==> config.mk <==
export PLATFORM = sky130hd
export DESIGN_NAME = muestreador_adc
export DESIGN_NICKNAME = d
export VERILOG_FILES = /design/src/rtl/muestreador_adc.sv
export SDC_FILE = /design/constraint.sdc
export NUM_CORES = 1
export LEC_CHECK = 0
export ABC_AREA = 1
export CAP_MARGIN = 20
export CELL_PAD_IN_SITES_DETAIL_PLACEMENT = 1
export CELL_PAD_IN_SITES_GLOBAL_PLACEMENT = 1
export CORE_MARGIN = 2
export CORE_UTILIZATION = 35
export CTS_BUF_LIST = sky130_fd_sc_hd__clkbuf_2
export DETAILED_ROUTE_END_ITERATION = 12
export GPL_ROUTABILITY_DRIVEN = 0
export PLACE_DENSITY = 0.76
export SKIP_LAST_GASP = 1
export SYNTH_ARGS = -nofsm -noshare
export SYNTH_HDL_FRONTEND = slang
export SYNTH_SLANG_ARGS = --single-unit
==> constraint.sdc <==
create_clock -name CLK -period 1.79 [get_ports CLK]
set_input_delay 0.179 -clock CLK [delete_from_list [all_inputs] [get_ports CLK]]
set_output_delay 0.179 -clock CLK [all_outputs]
set_load 0.02 [all_outputs]
==> src/rtl/muestreador_adc.sv <==
// -----------------------------------------------------------------------------
// muestreador_adc
// Serial ADC front end. Every SAMPLE_PERIOD clocks (while Enable=1) it reads one
// 16-bit frame (4 leading zeros + 12 data bits, MSB first) from an SPI-style
// ADC, removes the mid-scale offset and scales the code to W-bit two's
// complement for the derivative stage downstream.
//
// Ports
//   CLK           in   system clock, rising edge
//   Reset         in   asynchronous reset, active low
//   Enable        in   run control; 0 stops new conversions
//   sdata         in   ADC serial data
//   cs_n          out  ADC chip select, active low
//   sclk          out  ADC serial clock, idles high
//   y             out  sign_ext((code - 2048) <<< FRAC), holds between strobes
//   muestra_lista out  1-CLK strobe: y holds a new sample
//   frame_err     out  1-CLK strobe: leading zeros violated, y not updated
// -----------------------------------------------------------------------------
module muestreador_adc #(
    parameter int W             = 19,
    parameter int FRAC          = 6,
    parameter int CLK_DIV       = 4,
    parameter int SAMPLE_PERIOD = 1000
) (
    input  logic         CLK,
    input  logic         Reset,
    input  logic         Enable,
    input  logic         sdata,
    output logic         cs_n,
    output logic         sclk,
    output logic [W-1:0] y,
    output logic         muestra_lista,
    output logic         frame_err
);

    localparam int TW = (SAMPLE_PERIOD > 1) ? $clog2(SAMPLE_PERIOD) : 1;
    localparam int DW = (CLK_DIV > 1) ? $clog2(CLK_DIV) : 1;

    typedef enum logic [1:0] {
        S_IDLE,
        S_CS_SETUP,
        S_SHIFT,
        S_DONE
    } state_t;

    state_t          r_state;
    state_t          w_next;
    logic [TW-1:0]   r_timer;
    logic [DW-1:0]   r_div;
    logic            r_phase;     // 0: sclk low half, 1: sclk high half
    logic [3:0]      r_bit;
    logic [15:0]     r_shift;
    logic [W-1:0]    r_y;

    logic            w_tick;
    logic            w_div_end;
    logic            w_sample;
    logic [15:0]     w_shift_next;
    logic            w_frame_ok;
    logic signed [12:0] w_diff;
    logic [W-1:0]    w_y_new;

    assign w_tick    = Enable && (r_timer == TW'(SAMPLE_PERIOD - 1));
    assign w_div_end = (r_div == DW'(CLK_DIV - 1));

    // sdata is taken at the end of the first clock of each sclk high half.
    assign w_sample     = (r_state == S_SHIFT) && r_phase && (r_div == '0);
    assign w_shift_next = w_sample ? {r_shift[14:0], sdata} : r_shift;

    // y is loaded on the edge entering DONE, from the frame as it will stand
    // after that edge, so the last bit is included even when CLK_DIV=1.
    assign w_diff  = $signed({1'b0, w_shift_next[11:0]}) - 13'sd2048;
    assign w_y_new = {{(W - 13){w_diff[12]}}, w_diff} << FRAC;

    assign w_frame_ok = (r_shift[15:12] == 4'd0);
    assign y          = r_y;

    always_ff @(posedge CLK or negedge Reset) begin
        if (!Reset) begin
            r_state <= S_IDLE;
        end else begin
            r_state <= w_next;
        end
    end

    always_comb begin
        w_next        = r_state;
        cs_n          = 1'b1;
        sclk          = 1'b1;
        muestra_lista = 1'b0;
        frame_err     = 1'b0;
        case (r_state)
            S_IDLE: begin
                if (w_tick) w_next = S_CS_SETUP;
            end
            S_CS_SETUP: begin
                cs_n = 1'b0;
                if (w_div_end) w_next = S_SHIFT;
            end
            S_SHIFT: begin
                cs_n = 1'b0;
                sclk = r_phase;
                if (w_div_end && r_phase && (r_bit == 4'd15)) w_next = S_DONE;
            end
            S_DONE: begin
                muestra_lista = w_frame_ok;
                frame_err     = !w_frame_ok;
                w_next        = S_IDLE;
            end
            default: w_next = S_IDLE;
        endcase
    end

    always_ff @(posedge CLK or negedge Reset) begin
        if (!Reset) begin
            r_timer <= '0;
            r_div   <= '0;
            r_phase <= 1'b0;
            r_bit   <= '0;
            r_shift <= '0;
            r_y     <= '0;
        end else begin
            if (!Enable || w_tick) begin
                r_timer <= '0;
            end else begin
                r_timer <= r_timer + 1'b1;
            end

            case (r_state)
                S_CS_SETUP: begin
                    r_div <= w_div_end ? '0 : r_div + 1'b1;
                end
                S_SHIFT: begin
                    if (w_div_end) begin
                        r_div   <= '0;
                        r_phase <= ~r_phase;
                        if (r_phase) r_bit <= r_bit + 1'b1;
                    end else begin
                        r_div <= r_div + 1'b1;
                    end
                end
                default: begin
                    r_div   <= '0;
                    r_phase <= 1'b0;
                    r_bit   <= '0;
                end
            endcase

            r_shift <= w_shift_next;

            if ((w_next == S_DONE) && (r_state != S_DONE) &&
                (w_shift_next[15:12] == 4'd0)) begin
                r_y <= w_y_new;
            end
        end
    end

endmodule
==> summary.md, run 1 <==
| Metric | Value |
|---|---|
| Bufs on Longest Clock Path | 2 |
| Buffer and inverter count on the worst path | 3 |
| Critical path data required time | 2.15 ns |
| Comb pwr share | 0.035 |
| FF-to-FF setup slack | 0.006 ns |
| Post-synthesis sequential area ratio | 0.5185 |
| CP max-delay cell | dfrtp_1 |
| CP peak stage delay | 0.45 ns |
| WL final | 5616 um |
| RSZ-0062 raised after global routing | true |
| Vias per cell | 4.894 |
| CP max FO | 6 |
| All-Layer GR Usage | 0.1434 |
| Layout area overhead | 30.83% |
| Clk pwr share | 0.360 |
| Final Setup Violations | 0 |
| Post-Syn Area | 2268 um2 |
| Die H | 84.51 um |
| Worst Tran Pin Value | 0.5313 ns |
| Cells after Synth | 241 |
| Seq cells post-synth | 47 |
| CP endpoint kind | flop |
| VDD IR max | 0.4241 mV |
| Max_cap viols | 0 |
| Die area | 7141 um2 |
| Int Power | 1.334 mW |
| Layout cells sized above 1 | 0.2931 |
| PD cells | 599.6 nW/um2 |
| Yosys Warn Count | 0 |
| First-pass GRT wire length | 8293 um |
| Die W | 84.51 um |
| # port buffers | 20 |
| Number of global-route vias before repair | 1,785 |
| Clk sinks | 47 |
| Row Count | 29 |
| Antenna violations before repair | 0 |
| Max frequency | 560.6 MHz |
| Post-route DRC | 0 |
| Skew-Pair Late Insertion Delay | 0.46 ns |
| Data arrival time of the critical path | 2.14 ns |
| 1st-iter DRT viols | 45 |
| Worst Skew | 0.03320 ns |
| Antenna cell count | 0 |
| Seq pwr share | 0.605 |
| # IOs | 27 |
| Avg Inst Size Synth | 9.413 um2 |
| CTS tree | built |
| Distinct cell type count after synthesis | 28 |
| Slew HR | 0.6458 |
| Hold Fails Final Rpt | 0 |
| Final #Nets | 301 |
| First-pass DRT Iterations | 4 |
| CP startpoint kind | flop |
| Core area | 6314 um2 |
| Final period utilization | 0.9965 |
| Net Switching | 0.4459 mW |
| Final min period | 1.784 ns |
| Number of fillers in the final layout | 727 |
| Worst Hold Class | in2async |
| CP delay by family, top | simple AND/OR/NAND/NOR gates |
| Max-slew violations | 0 |
| Total grt overflow | 0 |
| Worst path most repeated cell | nand2_1 |
| Num CTS Buffers | 5 |
| Setup WS pre-CTS | -0.09403 ns |
| Switch share | 0.2506 |
| Worst setup path class | reg2reg |
| Status | completed |
| CP cell instances | buf_4 > inv_2 > ha_4 > nand2_1 > nand2_1 > nand2_1 > nand2_1 > nor2_2 > a21oi_4 > buf_12 > nand3_4 > nand2_1 > nand2_1 |
| Final ANT Viol Nets | 0 |
| Leakage | 1.488 nW |
| Final setup margin | 0.006225 ns |
| Clock Pin Slew Worst Setup and Hold Paths | 0.26 ns |
| CTS Root Cell | clkbuf_2 |
| Starting density of the core | 0.3593 |
| Htree depth | 2 |
| Per-cell routed wire length | 15.30 um |
| Largest net degree at the start of global routing | 28 |
| Final Util | 0.4701 |
| Via count | 1,796 |
| Post-detail-place hpwl | 3410 um |
==> registers in the layout, summed over array words and instances, names as in the netlist <==
signal,cells
r_bit,4
r_div,2
r_state,2
r_phase,1
r_shift,16
y,12
r_timer,10
==> cells by family (layout without fill, tap and decap cells) <==
logic type,after synthesis,in the layout,share of synthesized area
adder cells (fa/ha/maj),8,8,0.04413
XOR/XNOR,2,2,0.007723
buffers and inverters,44,87,0.09487
AO/OA/AOI/OAI,16,16,0.04688
multiplexers,11,11,0.05461
flip-flops,47,47,0.5185
AND/OR/NAND/NOR,112,113,0.2317
other,1,6,0.001653
==> cell usage after synthesis (all sizes together) <==
| cell | count | share of area |
|---|---|---|
| nand2 | 56 | 0.094 |
| nor3 | 6 | 0.013 |
| nor3b | 2 | 0.0066 |
| nand3 | 9 | 0.030 |
| conb | 1 | 0.0017 |
| inv | 30 | 0.050 |
| xnor2 | 2 | 0.0077 |
| ha | 8 | 0.044 |
| a21oi | 8 | 0.023 |
| nor4 | 2 | 0.0055 |
| a32o | 1 | 0.0044 |
| o21a | 1 | 0.0033 |
| mux2 | 11 | 0.055 |
| o211ai | 1 | 0.0055 |
| nand3b | 1 | 0.0033 |
| o21ai | 5 | 0.011 |
| nand4 | 15 | 0.041 |
| nor2 | 21 | 0.038 |
| buf | 13 | 0.044 |
| dfrtp | 47 | 0.52 |
| clkinv | 1 | 0.0017 |
==> cells in the final DEF (no fill, tap or decap), types with 7 or more instances in the layout <==
cell / count
dfrtp_1: 47
nand2_1: 46
inv_1: 24
nor2_1: 18
buf_4: 18
nand4_1: 15
clkdlybuf4s50_1: 15
mux2_2: 11
nand2_2: 9
inv_2: 7
a21oi_1: 7
==> worst register-to-register path: stages (launching register included) <==
cell and delay (ns):
dfrtp_1 0.45, buf_4 0.16, inv_2 0.09, ha_4 0.15
nand2_1 0.05, nand2_1 0.05, nand2_1 0.04, nand2_1 0.08
nor2_2 0.06, a21oi_4 0.15, buf_12 0.15, nand3_4 0.12
nand2_1 0.11, nand2_1 0.06
==> power by group through the flow <==
stage | Combinational [mW] | Clock (mW) | Sequential (mW)
after CTS | 0.0614 | 0.654 | 1.08
final | 0.0624 | 0.641 | 1.08
after detailed placement | 0.0596 | 0 | 1.09
after floorplan | 0.0324 | 0 | 1.09
after global routing | 0.0705 | 0.701 | 1.08
after global placement | 0.0580 | 0 | 1.09
==> cell type report <==
type,count,area (um2),area share
Sequential cell,47,1176,0.3963
Multi-Input combinational cell,156,1016,0.3423
Timing Repair Buffer,48,490.5,0.1653
Inverter,31,116.4,0.03921
Tap cell,77,96.34,0.03246
Clock inverter,3,47.55,0.01602
Clock buffer,5,25.02,0.008432
==> worst paths after layout <==
kind,depth (start not counted),startpoint,end
max in group asynchronous,3,Reset,r_state[0]$_DFF_PN0_
worst min-delay path,2,Reset,r_bit[2]$_DFFE_PN0P_
worst min register to register,1,r_timer[0]$_DFF_PN0_,r_timer[0]$_DFF_PN0_
worst max-delay path,13,r_state[1]$_DFF_PN0_,y[15]$_DFFE_PN0P_
worst max register to register,13,r_state[1]$_DFF_PN0_,y[15]$_DFFE_PN0P_
min in group CLK,2,sdata,r_shift[0]$_DFF_PN0_
==> repair_timing <==
action	CTS	global route
gates cloned	0	3
endpoints found under the hold margin	20	0
setup endpoints to repair	16	16
resized for setup	24	37
setup buffers	1	12
hold buffers	1	0
pin swaps	0	20
==> metal layers <==
layer  up-vias  share of wire  GRT usage
met3         9          0.022    0.03245
li1        868              -          -
met5         -              0          0
met2        28           0.52     0.2448
met1       891           0.43     0.1843
met4         0          0.024    0.03752
==> through the flow <==
| stage | cell area (um2) | instances | hold slack, ns | total power, mW | setup TNS (ns) |
|---|---|---|---|---|---|
| finish | 2968 | 367 | 0.1992 | 1.779 | 0 |
| global route | 2968 | 367 | 0.1926 | 1.849 | -0.5614 |
| floorplan | 2287 | 246 | -0.1166 | 1.124 | 0 |
| CTS | 2691 | 352 | 0.1974 | 1.792 | -0.02810 |
| detailed placement | 2582 | 342 | 0.1891 | 1.152 | -0.9861 |
| global placement | 2582 | 342 | 0.1834 | 1.150 | 0 |
Note: power is estimated with default switching activity, not from simulation.
==> run 2, diff against run 1 <==
--- a/config.mk
+++ b/config.mk
@@ -15,6 +15,7 @@
 export DETAILED_ROUTE_END_ITERATION = 12
 export GPL_ROUTABILITY_DRIVEN = 0
 export PLACE_DENSITY = 0.76
+export RECOVER_POWER = 25
 export SKIP_LAST_GASP = 1
 export SYNTH_ARGS = -nofsm -noshare
 export SYNTH_HDL_FRONTEND = slang
==> summary.md, run 2 (synthesis results as in run 1) <==
| Metric | Value |
|---|---|
| PD cells | 599.8 nW/um2 (about the same) |
| Per-cell routed wire length | 15.32 um (+0.12%) |
| CP startpoint kind | flop |
| Final Util | 0.4699 (about the same) |
| All-Layer GR Usage | 0.1434 (unchanged) |
| Final min period | 1.783 ns (-0.0008611 ns) |
| Post-detail-place hpwl | 3410 um (unchanged) |
| Number of global-route vias before repair | 1,785 (unchanged) |
| Final ANT Viol Nets | 0 (unchanged) |
| 1st-iter DRT viols | 45 (unchanged) |
| Critical path data required time | 2.15 ns (about the same) |
| Via count | 1,795 (-0.056%) |
| # IOs | 27 (unchanged) |
| CTS tree | built |
| Area occupied by multi-input gates | 1016 um2 (unchanged) |
| Worst Tran Pin Value | 1.278 ns (+0.7462 ns) |
| Max_cap viols | 0 (unchanged) |
| Total grt overflow | 0 (unchanged) |
| Skew-Pair Late Insertion Delay | 0.46 ns (about the same) |
| CP peak stage delay | 0.45 ns (about the same) |
| Clk sinks | 47 (unchanged) |
| RSZ-0062 raised after global routing | true |
| Final #Nets | 301 (unchanged) |
| Worst Skew | 0.03314 ns (-0.00005690 ns) |
| Setup WS pre-CTS | -0.09403 ns (unchanged) |
| Commonest non-fill, non-tap cell in the layout | dfrtp_1 |
| Hold Fails Final Rpt | 0 (unchanged) |
| Die W | 84.51 um (unchanged) |
| Clock Pin Slew Worst Setup and Hold Paths | 0.30 ns (+0.04 ns) |
| CP endpoint kind | flop |
| Starting density of the core | 0.3593 (unchanged) |
| Row Count | 29 (unchanged) |
| Max frequency | 560.9 MHz (about the same) |
| Final Setup Violations | 0 (unchanged) |
| Antenna violations before repair | 0 (unchanged) |
| Post-route DRC | 0 (unchanged) |
| Antenna cell count | 0 (unchanged) |
| VDD IR max | 0.4241 mV (about the same) |
| # port buffers | 20 (unchanged) |
| WL final | 5623 um (+0.12%) |
| Final period utilization | 0.9960 (about the same) |
| Worst setup path class | reg2reg |
| Data arrival time of the critical path | 2.14 ns (about the same) |
| Worst path most repeated cell | nand2_1 |
| Max reg flops | 16 (unchanged) |
| Area taken by flip-flops and latches | 1176 um2 (unchanged) |
| Reg with most FFs | r_shift |
| Status | completed |
| Die H | 84.51 um (unchanged) |
| Core area | 6314 um2 (unchanged) |
| Vias per cell | 4.891 (about the same) |
| CP max-delay cell | dfrtp_1 |
| Number of fillers in the final layout | 728 (+0.14%) |
| CTS Root Cell | clkbuf_2 |
| CP max FO | 6 (unchanged) |
| Layout area overhead | 30.78% (about the same) |
| Htree depth | 2 (unchanged) |
| Final setup margin | 0.007086 ns (+0.0008611 ns) |
| Die area | 7141 um2 (unchanged) |
| Slew HR | 0.1483 (-0.4975) |
| Worst Hold Class | in2reg |
| Leakage | 1.486 nW (-0.19%) |
| First-pass GRT wire length | 8293 um (unchanged) |
| Final hold slack | 0.3817 ns (+0.1825 ns) |
| Commonest non-fill, non-tap cells in the layout | 47 x dfrtp_1, 46 x nand2_1, 24 x inv_1 |
| Num CTS Buffers | 5 (unchanged) |
| First-pass DRT Iterations | 4 (unchanged) |
| Bufs on Longest Clock Path | 2 (unchanged) |
| Layout cells sized above 1 | 0.2897 (-0.003448) |
| Max-slew violations | 0 (unchanged) |
| CP cell instances | buf_4 > inv_2 > ha_4 > nand2_1 > nand2_1 > nand2_1 > nand2_1 > nor2_2 > a21oi_4 > buf_12 > nand3_4 > nand2_1 > nand2_1 |
| Largest net degree at the start of global routing | 28 (unchanged) |
[run 2: critical path, delay by kind of cell (launching register included)]
kind            cells  cell delay [ns]
buf+inv             3             0.40
simple gates        8             0.57
fa+ha+maj           1             0.15
flops               1             0.45
compound gates      1             0.15
[run 2: worst paths after layout]
kind / endpoint / slack (ns) / startpoint / cells after the start
worst max-delay path: y[15]$_DFFE_PN0P_ / 0.007 / r_state[1]$_DFF_PN0_ / 13
worst min-delay path: r_shift[0]$_DFF_PN0_ / 0.38 / sdata / 2
worst max register to register: y[15]$_DFFE_PN0P_ / 0.007 / r_state[1]$_DFF_PN0_ / 13
worst min register to register: r_timer[0]$_DFF_PN0_ / 0.48 / r_timer[0]$_DFF_PN0_ / 1
max in group asynchronous: r_state[0]$_DFF_PN0_ / 0.54 / Reset / 3
min in group asynchronous: r_bit[2]$_DFFE_PN0P_ / 0.49 / Reset / 2
[run 2: power by group]
| part | total, mW | leakage, nW | switching [mW] | internal (mW) |
|---|---|---|---|---|
| clock | 0.641 | 0.0436 | 0.396 | 0.245 |
| combinational | 0.0623 | 0.790 | 0.0448 | 0.0175 |
| sequential | 1.08 | 0.652 | 0.00475 | 1.07 |
| total | 1.78 | 1.49 | 0.446 | 1.33 |
[run 2: final cells by class]
class / instances / share of cell area
Clock buffer: 5 / 0.008435
Tap cell: 77 / 0.03248
Clock inverter: 3 / 0.01603
Inverter: 31 / 0.03922
Multi-Input combinational cell: 156 / 0.3425
Sequential cell: 47 / 0.3965
Timing Repair Buffer: 48 / 0.1649
[run 2: repair_timing]
| action | 4_1_cts | 5_1_grt |
|---|---|---|
| hold buffers | 1 | 0 |
| resized for setup | 24 | 37 |
| hold endpoints to repair | 20 | 0 |
| setup buffers | 1 | 12 |
| pin swaps | 0 | 20 |
| endpoints found under the setup margin | 16 | 16 |
| cloned | 0 | 3 |
[run 2: metrics by stage]
step / setup TNS [ns] / cell area (um2) / instances / power (mW)
floorplan: 0 / 2287 / 246 / 1.124
global placement: 0 / 2582 / 342 / 1.150
detailed placement: -0.9861 / 2582 / 342 / 1.152
CTS: -0.02810 / 2691 / 352 / 1.792
global route: -0.5614 / 2967 / 367 / 1.849
finish: 0 / 2967 / 367 / 1.779
[run 2: routing by layer]
metal  global-route usage  vias to the layer above  part of all wire
met4              0.03752                        0             0.024
met2               0.2448                       26              0.52
met3              0.03245                        9             0.022
met1               0.1843                      892              0.43
li1                     -                      868                 -
met5                    0                        -                 0
==> run 3, diff against run 2 <==
--- a/config.mk
+++ b/config.mk
@@ -9,12 +9,13 @@
 export CAP_MARGIN = 20
 export CELL_PAD_IN_SITES_DETAIL_PLACEMENT = 1
 export CELL_PAD_IN_SITES_GLOBAL_PLACEMENT = 1
+export CORE_ASPECT_RATIO = 1.4
 export CORE_MARGIN = 2
 export CORE_UTILIZATION = 35
 export CTS_BUF_LIST = sky130_fd_sc_hd__clkbuf_2
 export DETAILED_ROUTE_END_ITERATION = 12
 export GPL_ROUTABILITY_DRIVEN = 0
-export PLACE_DENSITY = 0.76
+export PLACE_DENSITY = 0.73
 export RECOVER_POWER = 25
 export SKIP_LAST_GASP = 1
 export SYNTH_ARGS = -nofsm -noshare
==> constraint.sdc (replaced) <==
create_clock -name CLK -period 1.77 [get_ports CLK]
set_input_delay 0.177 -clock CLK [delete_from_list [all_inputs] [get_ports CLK]]
set_output_delay 0.177 -clock CLK [all_outputs]
set_load 0.02 [all_outputs]
==> summary.md, run 3 (synthesis results as in run 1) <==
| Metric | Value |
|---|---|
| Met2 wire len | 3154 um (+7.9%) |
| Largest net degree at the start of global routing | 23 (-18%) |
| Antenna violations before repair | 0 (unchanged) |
| Skew-Pair Late Insertion Delay | 0.43 ns (-0.03 ns) |
| All-Layer GR Usage | 0.1651 (+0.02164) |
| Data arrival time of the critical path | 2.19 ns (+0.05 ns) |
| PD cells | 551.4 nW/um2 (-8.1%) |
| Htree depth | 2 (unchanged) |
| Max-slew violations | 0 (unchanged) |
| Post-detail-place hpwl | 3792 um (+11%) |
| Worst Hold Class | in2reg |
| 1st-iter DRT viols | 26 (-42%) |
| Die W | 72.04 um (-15%) |
| Core area | 6254 um2 (-0.95%) |
| First-pass DRT Iterations | 3 (-1) |
| Commonest non-fill, non-tap cells in the layout | 47 x dfrtp_1, 38 x nand2_1, 26 x inv_1 |
| Layout area overhead | 28.08% |
| WL final | 5471 um (-2.7%) |
| Wire length on met3 | 113 um (-6.6%) |
| Starting density of the core | 0.3627 (+0.003451) |
| Worst Skew | 0.02799 ns (-0.005150 ns) |
| Leakage | 1.468 nW (-1.2%) |
| Setup WS pre-CTS | -0.1461 ns (-0.05205 ns) |
| Via count | 1,820 (+1.4%) |
| Clock Pin Slew Worst Setup and Hold Paths | 0.26 ns (-0.04 ns) |
| Total Power | 1.602 mW (-10%) |
| Num CTS Buffers | 5 (unchanged) |
| Die H | 99.26 um (+17%) |
| Number of global-route vias before repair | 1,999 (+12%) |
| Max reg flops | 16 (unchanged) |
| Final Setup Violations | 7 (+7) |
| # IOs | 27 (unchanged) |
| Final hold slack | 0.3687 ns (-0.01307 ns) |
| Commonest non-fill, non-tap cell in the layout | dfrtp_1 |
| Worst Tran Pin Value | 0.9787 ns (-0.2989 ns) |
| Layout cells sized above 1 | 0.3140 (+0.02434) |
| Final min period | 1.821 ns (+0.03776 ns) |
| CP endpoint kind | flop |
| Final ANT Viol Nets | 0 (unchanged) |
| Hold Fails Final Rpt | 0 (unchanged) |
| Final setup margin | -0.05068 ns (-0.05776 ns) |
| Total grt overflow | 0 (unchanged) |
| CTS tree | built |
| VDD IR max | 0.5492 mV (+30%) |
| # port buffers | 20 (unchanged) |
| Number of fillers in the final layout | 721 (-0.96%) |
| Max frequency | 549.2 MHz (-2.1%) |
| Die area | 7150 um2 (+0.13%) |
| CP startpoint kind | flop |
| Per-cell routed wire length | 14.99 um (-2.2%) |
| Row Count | 34 (+17%) |
| Clk sinks | 47 (unchanged) |
| Reg with most FFs | r_shift |
| Status | finished, violations left |
| Post-route DRC | 0 (unchanged) |
| Vias per cell | 4.986 (+1.9%) |
| Max_cap viols | 0 (unchanged) |
| RSZ-0062 raised after global routing | true |
| Final Util | 0.4646 (-0.005291) |
| CTS Root Cell | clkbuf_2 |
| Antenna cell count | 0 (unchanged) |
| Bufs on Longest Clock Path | 2 (unchanged) |
| Critical path data required time | 2.14 ns (about the same) |
| Worst setup path class | reg2reg |
| First-pass GRT wire length | 9211 um (+11%) |
| CP max FO | 6 (unchanged) |
| WL met1 | 2122 um (-13%) |
| Highest metal used | met4 |
| Slew HR | 0.3475 (+0.1992) |
| Failing checks | negative setup slack |
| Final #Nets | 304 (+1.0%) |
| Final period utilization | 1.029 (+0.03259) |
[run 3: cell count changes in the layout (fill, tap and decap cells not counted), moves of 3 or more]
cell	before	now
buf_4	18	24
buf_6	4	8
buf_8	3	0
ha_1	1	4
inv_2	7	4
nand2_1	46	38
nand2_2	9	18
[run 3: path summary, 6_finish.rpt]
path	from	slack [ns]	to	cells past startpoint
worst max-delay path	r_state[1]$_DFF_PN0_	-0.05	y[16]$_DFFE_PN0P_	9
worst min-delay path	sdata	0.37	r_shift[0]$_DFF_PN0_	2
worst max register to register	r_state[1]$_DFF_PN0_	-0.05	y[16]$_DFFE_PN0P_	9
worst min register to register	r_div[0]$_DFF_PN0_	0.48	r_div[0]$_DFF_PN0_	1
max in group asynchronous	Reset	0.29	r_shift[7]$_DFF_PN0_	3
min in group asynchronous	Reset	0.38	y[17]$_DFFE_PN0P_	2
[run 3: worst max-delay path: stages (launching register included)]
cell	delay, ns
dfrtp_1	0.48
ha_4	0.19
buf_4	0.14
nand3_4	0.13
buf_6	0.13
o211ai_4	0.08
nor2_4	0.24
buf_6	0.17
nand4_1	0.13
nand2_2	0.08
[run 3: power breakdown]
part	switching (mW)	internal (mW)	total [mW]
clock network	0.358	0.101	0.458
registers	0.00413	1.08	1.09
logic	0.0431	0.0138	0.0569
[run 3: stage by stage]
stage,TNS (ns),area [um2],cells
after detailed placement,-1.576,2629,344
after floorplan,0,2287,246
after global routing,-1.498,2905,365
after global placement,-0.4187,2629,344
after CTS,-0.09687,2825,363
final,-0.2418,2905,365
[run 3: layout make-up]
cell class                      count  area, um2  share of cell area
Tap cell                           72      90.09             0.03101
Multi-Input combinational cell    156       1033              0.3557
Sequential cell                    47       1176              0.4048
Clock inverter                      2      12.51            0.004307
Timing Repair Buffer               51      444.2              0.1529
Clock buffer                        6      30.03             0.01034
Inverter                           31      118.9             0.04091
[run 3: repair_timing]
item                       CTS  global route
hold buffers                 1             0
setup endpoints to repair   16            20
pin swaps                    8            12
buffers inserted             7             2
hold endpoints to repair    41             0
resized for setup           38            29
gates cloned                 3             0
[run 3: per-layer routing]
layer | vias to the layer above | global-route usage
met5 | - | 0
met4 | 0 | 0.05660
met3 | 7 | 0.02736
met2 | 16 | 0.3127
met1 | 926 | 0.1819
li1 | 871 | -
